File: config.mk
export PLATFORM = sky130hd
export DESIGN_NAME = rom_fetch
export DESIGN_NICKNAME = d
export VERILOG_FILES = /design/src/rtl/rom_fetch.sv
export SDC_FILE = /design/constraint.sdc
export NUM_CORES = 1
export LEC_CHECK = 0
export ABC_AREA = 1
export CORE_MARGIN = 4
export CORE_UTILIZATION = 45
export CTS_CLUSTER_DIAMETER = 120
export DETAILED_ROUTE_END_ITERATION = 16
export PLACE_DENSITY = 0.7
export RECOVER_POWER = 25
export SYNTH_ARGS = -nofsm -noshare
export SYNTH_HDL_FRONTEND = slang
export SYNTH_SLANG_ARGS = --single-unit
File: constraint.sdc
create_clock -name clk -period 10.4 [get_ports clk]
set_clock_uncertainty 0.05 [all_clocks]
set_input_delay 3.12 -clock clk [delete_from_list [all_inputs] [get_ports clk]]
set_output_delay 3.12 -clock clk [all_outputs]
set_load 0.1 [all_outputs]
File: src/rtl/rom_fetch.sv
// -----------------------------------------------------------------------------
// rom_fetch
//
// Instruction fetch stage sitting between the Hack CPU and the SPRAM-backed
// instruction ROM.
//   * Holds the CPU off (valid=0) until the ROM reports its flash preload done.
//   * Streams sequential addresses to the ROM and absorbs the ROM's one-edge
//     read latency.
//   * Presents a registered instruction/pc pair with a valid flag.
//   * Supports CPU stalls through a one-deep skid register.
//   * Supports taken jumps with a single bubble.
//
// Parameters
//   ADDR_WIDTH   program counter width (Hack ROM: 15 bits, 32Ki words)
//   RESET_VECTOR first fetch address after the ROM becomes ready
//
// Ports
//   clk             in   system clock
//   reset           in   synchronous, active-high reset
//   clken           in   clock enable; all state frozen when low
//   rom_ready       in   ROM preload complete
//   rom_address     out  ROM read address (ADDR_WIDTH bits, zero-extended)
//   rom_instruction in   ROM read data for the address of the previous edge
//   stall           in   CPU cannot accept a new instruction this cycle
//   jump            in   CPU takes a jump; current output is consumed
//   jump_target     in   jump destination
//   instruction     out  fetched instruction (registered)
//   pc              out  address of instruction (registered)
//   valid           out  instruction/pc are meaningful
// -----------------------------------------------------------------------------
module rom_fetch #(
   parameter int ADDR_WIDTH   = 15,
   parameter int RESET_VECTOR = 0
) (
   input  logic                  clk,
   input  logic                  reset,
   input  logic                  clken,
   input  logic                  rom_ready,
   output logic [15:0]           rom_address,
   input  logic [15:0]           rom_instruction,
   input  logic                  stall,
   input  logic                  jump,
   input  logic [ADDR_WIDTH-1:0] jump_target,
   output logic [15:0]           instruction,
   output logic [ADDR_WIDTH-1:0] pc,
   output logic                  valid
);

   localparam logic [ADDR_WIDTH-1:0] START_PC = ADDR_WIDTH'(RESET_VECTOR);

   typedef enum logic {
      ST_WAIT = 1'b0,
      ST_RUN  = 1'b1
   } state_t;

   state_t                  state;
   logic [ADDR_WIDTH-1:0]   fetch_pc;
   logic [ADDR_WIDTH-1:0]   req_pc;
   logic                    inflight;

   logic [15:0]             skid_instr;
   logic [ADDR_WIDTH-1:0]   skid_pc;
   logic                    skid_valid;

   logic [ADDR_WIDTH-1:0]   addr_sel;

   // Program counter increment; wraps modulo 2^ADDR_WIDTH.
   function automatic logic [ADDR_WIDTH-1:0] pc_inc(input logic [ADDR_WIDTH-1:0] a);
      return a + ADDR_WIDTH'(1);
   endfunction

   // Address presented to the ROM. While clken is low the ROM keeps re-reading
   // the in-flight address, so rom_instruction still carries req_pc's word when
   // the enable returns. A jump bypasses fetch_pc so the target word arrives on
   // the very next edge.
   always_comb begin
      addr_sel = fetch_pc;
      if (!clken) begin
         addr_sel = req_pc;
      end else if (state == ST_RUN && jump) begin
         addr_sel = jump_target;
      end
   end

   assign rom_address = 16'(addr_sel);

   always_ff @(posedge clk) begin
      if (reset) begin
         state       <= ST_WAIT;
         fetch_pc    <= START_PC;
         req_pc      <= START_PC;
         inflight    <= 1'b0;
         skid_valid  <= 1'b0;
         instruction <= '0;
         pc          <= '0;
         valid       <= 1'b0;
      end else if (clken) begin
         case (state)
            ST_WAIT: begin
               valid    <= 1'b0;
               inflight <= 1'b0;
               if (rom_ready) begin
                  state    <= ST_RUN;
                  fetch_pc <= START_PC;
               end
            end

            ST_RUN: begin
               if (!rom_ready) begin
                  // ROM went away (e.g. reload): drop everything in flight.
                  state      <= ST_WAIT;
                  valid      <= 1'b0;
                  inflight   <= 1'b0;
                  skid_valid <= 1'b0;
               end else if (jump) begin
                  // Jump wins over stall: the current output is consumed and the
                  // stale in-flight word is discarded, costing one bubble.
                  req_pc     <= jump_target;
                  fetch_pc   <= pc_inc(jump_target);
                  inflight   <= 1'b1;
                  skid_valid <= 1'b0;
                  valid      <= 1'b0;
               end else if (stall) begin
                  // Outputs hold. The word returning from the ROM this edge
                  // would be lost, so park it in the skid register.
                  if (inflight) begin
                     skid_instr <= rom_instruction;
                     skid_pc    <= req_pc;
                     skid_valid <= 1'b1;
                     inflight   <= 1'b0;
                  end
               end else begin
                  if (skid_valid) begin
                     instruction <= skid_instr;
                     pc          <= skid_pc;
                     valid       <= 1'b1;
                     if (inflight) begin
                        // Skid drained but another word is arriving: it takes
                        // the skid slot and no new fetch is issued this edge.
                        skid_instr <= rom_instruction;
                        skid_pc    <= req_pc;
                        inflight   <= 1'b0;
                     end else begin
                        skid_valid <= 1'b0;
                        req_pc     <= fetch_pc;
                        fetch_pc   <= pc_inc(fetch_pc);
                        inflight   <= 1'b1;
                     end
                  end else begin
                     if (inflight) begin
                        instruction <= rom_instruction;
                        pc          <= req_pc;
                        valid       <= 1'b1;
                     end else begin
                        valid <= 1'b0;
                     end
                     req_pc   <= fetch_pc;
                     fetch_pc <= pc_inc(fetch_pc);
                     inflight <= 1'b1;
                  end
               end
            end

            default: begin
               state <= ST_WAIT;
            end
         endcase
      end
   end

endmodule

* Word-level counts from Yosys, hierarchy flattened
Index checks and enable logic that the tools add are counted.
** Storage, ports and cells
- Logic and storage cells :: 74
- Output and inout bits :: 48
- Bits in registers :: 96
** Operators by class
- Equal/unequal tests :: 8
- Add/subtract/negate cells :: 2
- Reduce and logical (&&, ||, !) cells :: 9
- Mux-type cells :: 41
- Bitwise operators :: 4
** Operators with widths (count)
- $mux W15 :: 17
- $mux W16 :: 5
- $add A15 B1 Y15 const B :: 2
- $pmux W15 S2 :: 1
- $mux W1 :: 16
- $reduce_and A6 Y1 :: 2
- $reduce_and A5 Y1 :: 2
- $ne A4 B4 Y1 const B :: 2
- $ne A3 B3 Y1 const B :: 2
- $ne A2 B2 Y1 const B :: 2
- $ne A4 B2 Y1 const B :: 1
- $not A1 Y1 :: 4
- $pmux W1 S2 :: 2
- $reduce_bool A2 Y1 :: 2
- $reduce_and A3 Y1 :: 1
- $ne A2 B1 Y1 const B :: 1
- $reduce_and A2 Y1 :: 1
- $logic_and A1 B1 Y1 :: 1

* Logic depth before layout (Yosys ltp)
Gate-level depths: netlist of run 1.
- Word-level depth :: 7
- Depth in mapped cells :: 13
- Gate-level depth less buffers :: 12

* Worst setup path before layout of run 1
No wires, ideal clock.
- Path type :: in2reg
- Start point :: in reset
- End point :: reg skid_instr[0], enable pin
- Path slack :: 1179 ps
- Stages on the path :: 5
- Arrival :: 8583 ps
- Data required time :: 9762 ps
- Path buffers :: 2
- Cells stage by stage :: clkbuf_1 inv_1 buf_1 nand2_1 a2111oi_0
** Between the ends
- Cells in the longest elaborated chain, start to end :: 2
** RTL lines
- start, declared :: RTL line 36 : input logic reset,
- $not A1 Y1 (no line)
- $reduce_and A6 Y1 (no line)
- end signal, assigned :: RTL line 127 : skid_instr <= rom_instruction;
- end signal, assigned :: RTL line 140 : skid_instr <= rom_instruction;
- end, declared :: RTL line 61 : logic [15:0] skid_instr;
No other way between the ends.
A chain may end at the register's enable or synchronous reset.

* Final worst setup path of run 1
- Start point :: in clken
- End point :: out rom_address[5]
** Between the ends
- Cells in the longest elaborated chain, start to end :: 1
** RTL lines
- start, declared :: RTL line 37 : input logic clken,
- $mux W15 :: RTL line 78 : if (!clken) begin
- end, declared :: RTL line 39 : output logic [15:0] rom_address,
No other way between the ends.

==> results.yml, run 1 <==
cells_and_area:
  fin_cells: 759
  multi_input_area_um2: 1880
  seqCellArea_um2: 2230
  fillCellCount: 916
  area_delta_synth_final_pct: 22.8
  antennaDiodeCount: 0
  final_layout_size_suffix_gt1_share_pct: 11.5
  layout.nets: 659
min_path:
  holdPathStages: 0
  min_from: "req_pc[6]"
  holdPathEnd: "skid_pc[6]"
  hold_class: "reg2reg"
placement:
  hpwl_um: 7820
  dp_cells: 743
  portBuffers: 83
  gp_congestion: 0.901
timing:
  final-hold-violation-count: 0
  fin_crit_sh_pct: 88.0
  finalSetupTns_ns: 0
  max_slew.worst_pin.slew_ns: 1.16
  max_freq_mhz: 109
  final.min_clock_period_ns: 9.15
  finalSetupViolCount: 0
  max_slew_margin_pct: 22.2
  final-max-slew-violation-count: 0
  rsz0062_at_grt: "false"
pwr:
  ir_drop_v: 0.000113
  total_power_w: 0.000804
  leakagePower_nw: 2.07
  power.density_nw_per_um2: 144
logic_synthesis:
  synth.distinct_cells: 36
  syn_area_um2: 4530
  avgSynthCellArea_um2: 8.14
  syn_nets: 595
  synthCells: 557
  ys_seq_area_share_pct: 49.2
  yosys-top-cells-area: "dfxtp_1 (29%), edfxtp_1 (21%), nand2_1 (11%)"
  yosysTopAreaCellShare_pct: 28.7
  ys_warn_count: 0
  synth_seq_cells: 96
  synth_area_leader_cell: "dfxtp_1"
worst_setup_path:
  crit_path_end_kind: "output port"
  worst-setup-path-type: "in2out"
  rr_worst_depth: 3
  arrival_ns: 5.98
  cp.required_ns: 7.23
  reg2reg_to: "skid_instr[8]"
  worstReg2RegStart: "skid_valid"
  r2r_setup_slack_ns: 7.11
  worstSetupStartpointType: "primary input"
  critPathLaunch: "clken"
  cp_max_fo: 26
run_status:
  status: "completed"
die:
  rows: 36
  die-area_um2: 11700
  die_y_um: 108
  core_um2: 9770
  die_width_um: 108
  start_util_pct: 46.4
  pin_count: 85
clock_network:
  ctsHoldBuffers: 0
  numClockSinks: 96
  h-tree-depth: 3
  cts_buffer_depth: 2
  worstSkewPairLatency_ns: 0.36
  cts_root_buffer: "clkbuf_8"
  cts_setup_buffers: 0
  cts_tree: "done"
  cts-buffers-inserted: 9
  ctsResizeCount: 0
  path_clk_slew_ns: 0.09
drt:
  drtPass1Iterations: 4
  routedWlPerCell_um: 15.4
  vias: 3958
  drc: 0
  first_iter_violations: 157
  post_drt_via_cell_ratio: 5.21
  totalWireLength_um: 11700
  antenna_left: 0
grt:
  grt-ovfl-total: 0
  antenna_found_initial: 0
  grt_pass1_vias: 3766
  grt_max_degree: 64
  grt_pass1_wl_um: 18600
  grtUsageTotal_pct: 19.9
job:
  max_cap_viol_count: 0
## per-stage QoR
| step | setup slack (ns) | area (um^2) | hold slack, ns | utilization (%) |
|---|---|---|---|---|
| 2_1_floorplan | 1.18 | 4530 | 0.380 | - |
| 3_3_place_gp | 1.83 | 5310 | 0.394 | 54.3 |
| 3_5_place_dp | 1.71 | 5310 | 0.392 | 54.3 |
| 4_1_cts | 1.72 | 5570 | 0.415 | 57.0 |
| 5_1_grt | 0.970 | 5570 | 0.444 | 57.0 |
| 6_report | 1.25 | 5570 | 0.412 | 57.0 |
## cell type report
type                       count  area share [%]
sequential                    96            40.1
multi-input combinational    375            33.8
timing repair buffer          87            14.7
inverter                      52            3.64
tap                          133            2.99
clock inverter                 6            2.47
clock buffer                  10            2.29
## state kept, by name, summed over array words and instances (netlist names), 15 cells and up
name         count
fetch_pc        15
pc              15
skid_pc         15
skid_instr      16
instruction     16
req_pc          15
## worst max path at each step
stage | end | cells after the start
3_3_place_gp | rom_address[1] | 7
2_1_floorplan | skid_instr[0] | 5
5_1_grt | rom_address[5] | 7
3_5_place_dp | rom_address[2] | 7
4_1_cts | rom_address[2] | 7
6_report | rom_address[5] | 7
## Yosys cell counts, drive strengths merged
cell     number
dfxtp        65
conb          1
nand3        20
clkinv        1
o21bai        1
nand2       152
nor2         33
a211oi        5
a2111oi       1
buf          20
nand4         2
o22ai         6
ha            1
a31oi        32
inv          51
o21ai        86
o211ai        3
clkbuf       14
a32oi         1
a21oi        31
edfxtp       31
## layout by cell type, fill, tap and decap left out, types with 4 or more instances in the layout
cell	n
nand2_4	4
clkdlybuf4s50_1	44
inv_1	46
buf_4	18
clkbuf_8	9
inv_2	4
nor2_2	4
nand2_2	10
dlygate4sd3_1	24
edfxtp_1	31
nand2_1	138
a21oi_1	29
o21ai_1	19
a31oi_1	32
o22ai_1	6
nand3_1	19
bufinv_16	4
o21ai_0	62
a211oi_1	5
o21ai_2	5
nor2_4	5
nor2_1	24
dfxtp_1	65
## critical path, stage by stage
cell and delay, ns:
dlygate4sd3_1 0.52, clkbuf_1 0.82, clkinv_1 0.68, a21oi_1 0.27, o21ai_0 0.11, o21ai_0 0.12
buf_4 0.33
## power by group
part	internal [W]	total, W	switching [W]
Sequential	0.000388	0.000392	0.00000388
Clock	0.000186	0.000324	0.000138
Combinational	0.0000263	0.0000874	0.0000611
Total	0.000601	0.000804	0.000203
## kinds of logic (layout without fill, tap and decap cells)
group,count (synthesis),count (layout),share of synthesized area (%)
fa+ha+maj,1,1,0.276
simple gates,207,207,20.2
compound gates,166,166,20.8
buf+inv,86,155,9.36
flops,96,96,49.2
other cells,1,1,0.0827
## metal layers
metal	up-vias	global-route usage, %	wire length, um
met1	1832	26.1	5380
met4	0	5.68	123
met2	114	33.4	5510
met3	11	3.88	693
met5	-	0	0
li1	2001	-	-
Note: power is estimated with default switching activity, not from simulation.
==> inputs of run 2 (changes only) <==
--- a/config.mk
+++ b/config.mk
@@ -12,6 +12,7 @@
 export DETAILED_ROUTE_END_ITERATION = 16
 export PLACE_DENSITY = 0.7
 export RECOVER_POWER = 25
+export SLEW_MARGIN = 25
 export SYNTH_ARGS = -nofsm -noshare
 export SYNTH_HDL_FRONTEND = slang
 export SYNTH_SLANG_ARGS = --single-unit
==> results.yml, run 2 (synthesis results as in run 1) <==
min_path:
  hold_class: "reg2reg"
  holdPathStages: 0
  holdPathEnd: "skid_pc[2]"
  min_from: "req_pc[2]"
clock_network:
  numClockSinks: 96
  h-tree-depth: 3
  ctsResizeCount: 0
  worstSkewPairLatency_ns: 0.36
  ctsHoldBuffers: 0
  cts_tree: "done"
  cts_setup_buffers: 0
  cts_root_buffer: "clkbuf_8"
  cts_buffer_depth: 2
  path_clk_slew_ns: 0.09
  cts-buffers-inserted: 9
cells_and_area:
  antennaDiodeCount: 0
  area_delta_synth_final_pct: 23.2
  top_regs: "instruction (16), skid_instr (16)"
  fin_cells: 760
  layout.nets: 660
  final_core_util_pct: 57.1
  fillCellCount: 932
  layout_commonest_cell: "nand2_1"
  layout_common_cells: "nand2_1 (137), o21ai_0 (64), dfxtp_1 (64)"
  final_layout_size_suffix_gt1_share_pct: 12.1
worst_setup_path:
  crit_path_end_kind: "output port"
  worstSetupStartpointType: "primary input"
  reg2reg_to: "pc[10]"
  critPathLaunch: "clken"
  arrival_ns: 5.99
  cp_max_fo: 26
  worstReg2RegStart: "skid_valid"
  worst-setup-path-type: "in2out"
  cp.required_ns: 7.23
  r2r_setup_slack_ns: 7.51
  rr_worst_depth: 5
placement:
  portBuffers: 83
  dp_slack_ns: 1.74
  hpwl_um: 7900
  gp_congestion: 0.901
  dp_cells: 744
timing:
  final.min_clock_period_ns: 9.17
  max_slew_margin_pct: -16.2
  finalSetupViolCount: 0
  final-hold-violation-count: 0
  max_slew.worst_pin.slew_ns: 1.74
  fin_crit_sh_pct: 88.1
  finalWorstSetupSlack_ns: 1.24
  finalSetupTns_ns: 0
  max_freq_mhz: 109
  final-max-slew-violation-count: 28
  rsz0062_at_grt: "false"
run_status:
  violations: "max-capacitance violations, max-slew violations"
  status: "finished with violations"
grt:
  grt_max_degree: 50
  antenna_found_initial: 0
  grt-ovfl-total: 0
  grt_pass1_vias: 3845
  grt_pass1_wl_um: 18700
  grtUsageTotal_pct: 20.2
die:
  pin_count: 85
  start_util_pct: 46.4
  die_width_um: 108
  die-area_um2: 11700
  rows: 36
  core_um2: 9770
  die_y_um: 108
drt:
  post_drt_via_cell_ratio: 5.24
  first_iter_violations: 258
  drtPass1Iterations: 6
  drc: 0
  antenna_left: 0
  vias: 3981
  totalWireLength_um: 11600
  routedWlPerCell_um: 15.2
pwr:
  power.density_nw_per_um2: 141
  total_power_w: 0.000790
  leakagePower_nw: 2.08
  ir_drop_v: 0.0000780
job:
  max_cap_viol_count: 1
[run 2: cell count changes in the layout (fill, tap and decap cells not counted), sizes merged]
cell / previous run / this run
clkbuf: 11 / 12
dlygate4sd3: 24 / 22
buf: 18 / 19
bufinv: 4 / 3
clkdlybuf4s50: 44 / 46
[run 2: power by group]
part / internal, W / switching [W]
logic: 0.0000262 / 0.0000609
clock network: 0.000175 / 0.000135
registers: 0.000388 / 0.00000391
[run 2: critical path: stages]
cell,delay [ns]
dlygate4sd3_1,0.52
clkbuf_1,0.82
clkinv_1,0.69
a21oi_1,0.29
o21ai_0,0.11
o21ai_0,0.11
buf_4,0.32
[run 2: area by class of cell]
cell class / instances / area, um^2 / share of cell area, %
flip-flops and latches: 96 / 2230 / 40.0
clock buffers: 11 / 151 / 2.71
well taps: 133 / 166 / 2.98
repair buffers: 88 / 847 / 15.2
multi-input cells: 375 / 1880 / 33.6
inverters: 52 / 203 / 3.63
clock inverters: 5 / 108 / 1.93
[run 2: metal layers]
| layer | share of wire (%) | track usage [%] | up-vias |
|---|---|---|---|
| li1 | - | - | 2016 |
| met1 | 45 | 26.4 | 1833 |
| met3 | 5.3 | 3.22 | 17 |
| met5 | 0 | 0 | - |
| met2 | 48 | 33.6 | 115 |
| met4 | 1.5 | 7.66 | 0 |
[run 2: worst max path at each step]
stage | to | slack [ns] | cells past startpoint
after floorplan | skid_instr[0] | 1.18 | 5
after global placement | rom_address[1] | 1.83 | 7
after detailed placement | rom_address[2] | 1.74 | 7
after CTS | rom_address[2] | 1.73 | 7
after global routing | rom_address[5] | 0.98 | 7
final | rom_address[12] | 1.24 | 7
[run 2: metrics by stage]
step                hold slack (ns)  cell area [um^2]
floorplan                     0.380              4530
global placement              0.394              5310
detailed placement            0.397              5340
CTS                           0.422              5600
global route                  0.444              5580
finish                        0.415              5580
==> inputs of run 3 (changes only) <==
--- a/config.mk
+++ b/config.mk
@@ -10,7 +10,7 @@
 export CORE_UTILIZATION = 45
 export CTS_CLUSTER_DIAMETER = 120
 export DETAILED_ROUTE_END_ITERATION = 16
-export PLACE_DENSITY = 0.7
+export PLACE_DENSITY = 0.73
 export RECOVER_POWER = 25
 export SLEW_MARGIN = 25
 export SYNTH_ARGS = -nofsm -noshare
==> results.yml, run 3 (synthesis results as in run 1) <==
run_status:
  status: "completed"
grt:
  antenna_found_initial: 0
  grt_pass1_wl_um: 18400
  grt-ovfl-total: 0
  grt_pass1_vias: 3704
  grt_max_degree: 50
  grtUsageTotal_pct: 20.0
timing:
  holdWs_ns: 0.412
  finalSetupTns_ns: 0
  max_slew.worst_pin.slew_ns: 1.13
  fin_crit_sh_pct: 88.0
  final-max-slew-violation-count: 0
  final-hold-violation-count: 0
  final.min_clock_period_ns: 9.15
  rsz0062_at_grt: "false"
  max_slew_margin_pct: 24.8
  max_freq_mhz: 109
  finalSetupViolCount: 0
clock_network:
  numClockSinks: 96
  ctsHoldBuffers: 0
  cts_root_buffer: "clkbuf_8"
  path_clk_slew_ns: 0.09
  worstSkewPairLatency_ns: 0.36
  cts-buffers-inserted: 9
  ctsResizeCount: 0
  cts_setup_buffers: 0
  h-tree-depth: 3
  cts_tree: "done"
  cts_buffer_depth: 2
worst_setup_path:
  crit_path_end_kind: "output port"
  worstSetupStartpointType: "primary input"
  cp_max_fo: 26
  rr_worst_depth: 7
  cp.required_ns: 7.23
  worstReg2RegStart: "state"
  reg2reg_to: "instruction[8]"
  worst-setup-path-type: "in2out"
  arrival_ns: 5.98
  r2r_setup_slack_ns: 8.09
pwr:
  power.density_nw_per_um2: 131
  ir_drop_v: 0.0000714
  leakagePower_nw: 2.04
cells_and_area:
  antennaDiodeCount: 0
  top_regs: "instruction (16), skid_instr (16)"
  layout_common_cells: "nand2_1 (137), o21ai_0 (68), dfxtp_1 (65)"
  layout_commonest_cell: "nand2_1"
  layout.nets: 663
  final_layout_size_suffix_gt1_share_pct: 11.9
  area_delta_synth_final_pct: 22.5
  final_core_util_pct: 56.8
  fin_cells: 763
drt:
  vias: 3951
  post_drt_via_cell_ratio: 5.18
  drc: 0
  routedWlPerCell_um: 15.2
  drtPass1Iterations: 5
  antenna_left: 0
  first_iter_violations: 200
  totalWireLength_um: 11600
min_path:
  holdPathStages: 0
  hold_class: "reg2reg"
  holdPathEnd: "skid_pc[10]"
  min_from: "req_pc[10]"
placement:
  dp_cells: 747
  portBuffers: 83
  hpwl_um: 8120
  gp_congestion: 0.909
job:
  max_cap_viol_count: 0
die:
  start_util_pct: 46.4
  die-area_um2: 11700
  die_width_um: 108
  rows: 36
  pin_count: 85
  die_y_um: 108
  core_um2: 9770
## run 3: layout make-up
type / instances / area (um^2)
Clock buffer: 12 / 145
Clock inverter: 4 / 53.8
Fill cell: 937 / 4220
Inverter: 52 / 203
Multi-Input combinational cell: 375 / 1880
Sequential cell: 96 / 2230
Tap cell: 133 / 166
Timing Repair Buffer: 91 / 877
## run 3: metal layers
metal / wire length (um) / track usage, % / share of wire, % / vias to the layer above
met1: 5290 / 25.9 / 46 / 1812
met2: 5480 / 34.1 / 47 / 113
li1: - / - / - / 2012
met4: 154 / 5.50 / 1.3 / 0
met3: 641 / 3.94 / 5.5 / 14
met5: 0 / 0 / 0 / -
## run 3: worst max-delay path by stage
stage | depth (start not counted) | slack, ns | endpoint | from
after global routing | 7 | 1.0 | rom_address[0] | clken
after detailed placement | 7 | 1.75 | rom_address[9] | jump
final | 7 | 1.25 | rom_address[0] | clken
after CTS | 7 | 1.73 | rom_address[9] | jump
after global placement | 7 | 1.84 | rom_address[1] | jump
after floorplan | 5 | 1.18 | skid_instr[0] | reset
## run 3: where the power goes
| part | switching (W) | internal, W |
|---|---|---|
| Combinational | 0.0000622 | 0.0000265 |
| Sequential | 0.00000246 | 0.000388 |
| Clock | 0.000128 | 0.000118 |
## run 3: stage by stage
step	worst slack [ns]	power [W]	area [um^2]
floorplan	1.18	0.000460	4530
global placement	1.84	0.000488	5320
detailed placement	1.75	0.000490	5370
CTS	1.73	0.000732	5560
global route	0.997	0.000754	5550
finish	1.25	0.000726	5550
## run 3: critical path: stages
cell,delay (ns)
dlygate4sd3_1,0.52
clkbuf_1,0.83
clkinv_1,0.67
a21oi_1,0.29
o21ai_0,0.11
o21ai_0,0.11
buf_4,0.33
